File: config.mk
export PLATFORM = sky130hd
export DESIGN_NAME = instruction_fetch_unit
export DESIGN_NICKNAME = d
export VERILOG_FILES = /design/src/rtl/instruction_fetch_unit_pkg.sv /design/src/rtl/instruction_fetch_unit_fetch_queue.sv /design/src/rtl/instruction_fetch_unit.sv
export SDC_FILE = /design/constraint.sdc
export NUM_CORES = 1
export LEC_CHECK = 0
export CORE_ASPECT_RATIO = 1.4
export CORE_MARGIN = 10
export CORE_UTILIZATION = 35
export CTS_CLUSTER_SIZE = 20
export DETAILED_ROUTE_END_ITERATION = 10
export PLACE_DENSITY = 0.62
export SLEW_MARGIN = 15
export SYNTH_ARGS = -nofsm -noshare
export SYNTH_HDL_FRONTEND = slang
export SYNTH_SLANG_ARGS = --single-unit
export TNS_END_PERCENT = 5
File: constraint.sdc
create_clock -name clk -period 8.2 [get_ports clk]
set_input_delay 1.64 -clock clk [delete_from_list [all_inputs] [get_ports clk]]
set_output_delay 1.64 -clock clk [all_outputs]
set_load 0.01 [all_outputs]
File: src/rtl/instruction_fetch_unit_pkg.sv
// Shared types and constants for the instruction fetch unit.
// Holds the address/instruction width defaults, the reset PC, the PC increment and the queue entry layout.
// No logic lives here.
package instruction_fetch_unit_pkg;

  localparam int unsigned ADDR_W_DEF = 64;
  localparam int unsigned INST_W_DEF = 32;
  localparam logic [63:0] RESET_PC_DEF = 64'h0;

  // Every fetch advances the PC by one 32-bit instruction.
  localparam int unsigned PC_INC = 4;

  // The fetch queue stores {pc, inst} in exactly this packed order.
  typedef struct packed {
    logic [ADDR_W_DEF-1:0] pc;
    logic [INST_W_DEF-1:0] inst;
  } fetch_entry_t;

endpackage

File: src/rtl/instruction_fetch_unit_fetch_queue.sv
// Purpose: synchronous FIFO of fetch entries; the head is read combinationally from the registered read pointer.
// Latency: a push in cycle N is visible at o_head/o_count in cycle N+1.
// Backpressure: a push is dropped when full unless a pop happens in the same cycle; a pop on empty is ignored.
module fetch_queue #(
  parameter int W     = 96,
  parameter int DEPTH = 4
) (
  input  logic                   clk,
  input  logic                   reset,
  input  logic                   i_push,
  input  logic                   i_pop,
  input  logic                   i_clear,
  input  logic [W-1:0]           i_wdat,
  output logic [W-1:0]           o_head,
  output logic [$clog2(DEPTH):0] o_count
);

  localparam int PTR_W = $clog2(DEPTH);
  localparam int CNT_W = PTR_W + 1;

  logic [W-1:0]     r_mem [DEPTH];
  logic [PTR_W-1:0] r_wptr;
  logic [PTR_W-1:0] r_rptr;
  logic [CNT_W-1:0] r_count;
  logic             w_push;
  logic             w_pop;

  // Guard against underflow and overflow locally so the queue is safe on its own.
  always_comb begin
    w_pop  = i_pop & (r_count != '0);
    w_push = i_push & ((r_count != CNT_W'(DEPTH)) | w_pop);
  end

  // Storage, pointers and count. Reset wipes the entries so the head reads as zero; clear only empties the queue.
  always_ff @(posedge clk) begin
    if (reset) begin
      r_wptr  <= '0;
      r_rptr  <= '0;
      r_count <= '0;
      for (int i = 0; i < DEPTH; i++) begin
        r_mem[i] <= '0;
      end
    end else if (i_clear) begin
      r_wptr  <= '0;
      r_rptr  <= '0;
      r_count <= '0;
    end else begin
      if (w_push) begin
        r_mem[r_wptr] <= i_wdat;
        r_wptr        <= r_wptr + PTR_W'(1);
      end
      if (w_pop) begin
        r_rptr <= r_rptr + PTR_W'(1);
      end
      r_count <= r_count + CNT_W'(w_push) - CNT_W'(w_pop);
    end
  end

  assign o_head  = r_mem[r_rptr];
  assign o_count = r_count;

endmodule

File: src/rtl/instruction_fetch_unit.sv
// Purpose: owns the PC, reads instruction memory combinationally and queues {pc, inst} pairs for decode.
// Latency: the first instruction after reset or redirect is presented one cycle later; one per cycle in steady state.
// Backpressure: with out_ready low the queue fills and the PC freezes; memory is re-read on resume, so nothing is lost.
module instruction_fetch_unit
  import instruction_fetch_unit_pkg::*;
#(
  parameter int                ADDR_W   = ADDR_W_DEF,
  parameter int                INST_W   = INST_W_DEF,
  parameter int                DEPTH    = 4,
  parameter logic [ADDR_W-1:0] RESET_PC = ADDR_W'(RESET_PC_DEF)
) (
  input  logic                   clk,
  input  logic                   reset,
  output logic [ADDR_W-1:0]      Inst_Address,
  input  logic [INST_W-1:0]      Instruction,
  input  logic                   redirect_valid,
  input  logic [ADDR_W-1:0]      redirect_pc,
  output logic                   out_valid,
  input  logic                   out_ready,
  output logic [INST_W-1:0]      out_inst,
  output logic [ADDR_W-1:0]      out_pc,
  output logic [$clog2(DEPTH):0] occupancy
);

  localparam int CNT_W = $clog2(DEPTH) + 1;
  localparam int ENT_W = ADDR_W + INST_W;

  logic [ADDR_W-1:0] r_pc;
  logic [ENT_W-1:0]  w_head;
  logic [CNT_W-1:0]  w_count;
  logic              w_out_valid;
  logic              w_pop;
  logic              w_push;

  // Handshake: the head is only dequeued when present; the PC only advances when there is room for its entry.
  always_comb begin
    w_out_valid = (w_count != '0);
    w_pop       = w_out_valid & out_ready;
    w_push      = ~redirect_valid & ((w_count != CNT_W'(DEPTH)) | w_pop);
  end

  // PC register: reset beats redirect, redirect suppresses the fetch, otherwise advance on each enqueue.
  always_ff @(posedge clk) begin
    if (reset) begin
      r_pc <= RESET_PC;
    end else if (redirect_valid) begin
      r_pc <= {redirect_pc[ADDR_W-1:2], 2'b00};
    end else if (w_push) begin
      r_pc <= r_pc + ADDR_W'(PC_INC);
    end
  end

  fetch_queue #(
    .W     (ENT_W),
    .DEPTH (DEPTH)
  ) u_fetch_queue (
    .clk     (clk),
    .reset   (reset),
    .i_push  (w_push),
    .i_pop   (w_pop),
    .i_clear (redirect_valid),
    .i_wdat  ({r_pc, Instruction}),
    .o_head  (w_head),
    .o_count (w_count)
  );

  assign Inst_Address = r_pc;
  assign out_valid    = w_out_valid;
  assign out_pc       = w_head[ENT_W-1:INST_W];
  assign out_inst     = w_head[INST_W-1:0];
  assign occupancy    = w_count;

endmodule

==> results.json <==
{
  "clk_latency_ns": 0.58,
  "io_pins": 264,
  "dpl.hpwl_um": 39200,
  "swShare_pct": 24.1,
  "final_common_cell": "edfxtp_1",
  "power_density_nw_per_um2": 214,
  "p_leak_nw": 8.80,
  "relSlewSlack_pct": 24.6,
  "ys_ff_latch": 447,
  "coreArea_sq_um": 57600,
  "finalWirelength_um": 64000,
  "ctsResizeCount": 0,
  "die_y_um": 306,
  "grt_max_degree": 92,
  "power_frac_comb_pct": 11.1,
  "power.switching_mw": 1.29,
  "synth.avg_cell_area_sq_um": 13.6,
  "tightest_slew_ns": 1.12,
  "critPathLaunchType": "flip-flop",
  "first_pass_iters": 5,
  "async_flop_share_pct": 0,
  "internal_power_mw": 4.06,
  "post-route-min-period_ns": 5.27,
  "drc_errors": 0,
  "final_max_slew_viol_count": 0,
  "pwr-share-clk_pct": 38.6,
  "max-vdd-ir-drop_v": 0.000122,
  "gp_congestion": 0.828,
  "setup_viol": 0,
  "cts_tree": "built",
  "drive_gt1_share_pct": 12.4,
  "hold_viol": 0,
  "yosysUniqueCellTypes": 59,
  "dieArea_sq_um": 68600,
  "vias": 13600,
  "grt.overflow.total": 0,
  "clk_path_buf_depth": 3,
  "crit_arrival_ns": 3.63,
  "port-buffer-count": 257,
  "fmax_mhz": 190,
  "stdcell_count": 2474,
  "fin_nets": 1801,
  "fin_crit_sh_pct": 64.2,
  "drt_iter0_markers": 1264,
  "cts_setup_buffers": 0,
  "layout_common_cells": "edfxtp_1, and2_1, clkdlybuf4s50_1, mux4_2, and3_1",
  "hold_path_class": "reg -> reg",
  "via_per_inst": 5.48,
  "cts_sinks": 447,
  "antenna_found_initial": 3,
  "path_clk_slew_ns": 0.06,
  "syn_inst": 1501,
  "track_usage_pct": 18.2,
  "root_buffer": "clkbuf_16",
  "grt_pass1_vias": 14200,
  "pwr-share-seq_pct": 50.2,
  "critical_path_class": "reg -> out",
  "drtAntennaViolNets": 0,
  "critPathCaptureType": "output pin",
  "routedWlPerCell_um": 25.9,
  "crit_required_ns": 6.56,
  "row_count": 104,
  "yosysWarnings": 0,
  "syn_area_sq_um": 20400,
  "seq_area_frac_synth_pct": 62.2,
  "initial_core_util_pct": 35.5,
  "rsz0062_at_grt": "no",
  "place_inst": 2392,
  "crit_path_max_fanout": 44,
  "die_width_um": 224,
  "status": "finished, final reports clean",
  "cap_violations": 0,
  "synth_edf_count": 376,
  "hold_buffers": 0,
  "grt_pass1_wl_um": 93500,
  "area_delta_synth_final_pct": 22.6,
  "cts_inserted_buffers": 45,
  "ys.flop_type": "edfxtp_1",
  "fin_skew_ns": 0.0133,
  "cts_max_level": 2,
  "setup_tns_ns": 0
}
## stage by stage
stage	total power [mW]	util, %	cell area (sq um)	setup slack, ns	hold WS (ns)
CTS	5.41	43.5	25100	2.75	0.544
finish	5.36	43.5	25100	2.93	0.532
global placement	3.33	41.0	23600	2.58	0.502
detailed placement	3.35	41.0	23600	2.53	0.521
global route	5.53	43.5	25100	2.63	0.569
floorplan	2.99	-	20500	2.96	0.485
## layer usage
layer	global-route usage (%)	up-vias	part of all wire, %
met1	22.2	6925	41
li1	-	6008	-
met4	6.56	6	3.2
met3	3.68	111	6.4
met2	31.2	519	50
met5	0	-	0.056
## cell usage after synthesis (9+ instances only)
master	instances	area [sq um]
a211oi_1	18	135
a21oi_1	14	70.1
a311oi_1	15	131
and2_1	273	1710
and3_1	89	557
buf_1	12	45.0
clkbuf_1	109	409
dfxtp_1	71	1420
edfxtp_1	376	11300
inv_1	18	67.6
mux4_2	94	2120
nand2_1	58	218
nand3_1	36	180
nand4_1	23	144
nor2_1	70	263
nor3_1	33	165
nor4_1	31	194
o21ai_0	9	45.0
or3_1	11	68.8
or4_1	11	82.6
xnor2_1	25	219
## critical path, stage by stage (launching register included)
cell and delay (ns):
dfxtp_4 1.03, buf_4 0.83, mux4_2 0.59, clkdlybuf4s50_1 0.57
## power by group through the flow
stage	clock, mW	sequential [mW]	combinational (mW)
floorplan	0	2.70	0.295
global placement	0	2.73	0.600
detailed placement	0	2.74	0.603
CTS	2.11	2.69	0.606
global route	2.19	2.71	0.636
finish	2.07	2.69	0.595
## worst paths after layout
kind	startpoint	end	slack [ns]	cells past startpoint
worst max-delay path	flip-flop	out_pc[36]	2.93	3
worst min-delay path	u_fetch_queue.r_rptr[1]$_SDFFE_PP0P_	u_fetch_queue.r_rptr[1]$_SDFFE_PP0P_	0.53	2
worst max register to register	u_fetch_queue.o_count[1]$_SDFF_PP0_	u_fetch_queue.r_mem[2][76]$_SDFFCE_PN0P_	4.28	6
worst min register to register	u_fetch_queue.r_rptr[1]$_SDFFE_PP0P_	u_fetch_queue.r_rptr[1]$_SDFFE_PP0P_	0.53	2
## registers in the layout, summed over array words and instances (netlist names), named ones only
signal / flops
u_fetch_queue.r_mem: 376
Inst_Address: 62
u_fetch_queue.o_count: 3
u_fetch_queue.r_rptr: 2
u_fetch_queue.r_wptr: 2
## logic make-up after synthesis
group | share of synthesized area [%]
adders and majority gates | 0.282
xor gates and xnor gates | 1.33
muxes | 10.5
other | 0.0183
DFF | 62.2
and+or+nand+nor | 19.2
AOI/OAI and AO/OA | 3.32
buffers and inverters | 3.15
## final cells by class
cell class,count,area [sq um]
tap,742,928
clock inverter,21,188
antenna,1,2.50
multi-input combinational,904,7140
clock buffer,60,1260
timing repair buffer,280,2750
fill,5276,32600
inverter,19,71.3
sequential,447,12700
No activity file was read; power rests on OpenSTA's default activity.
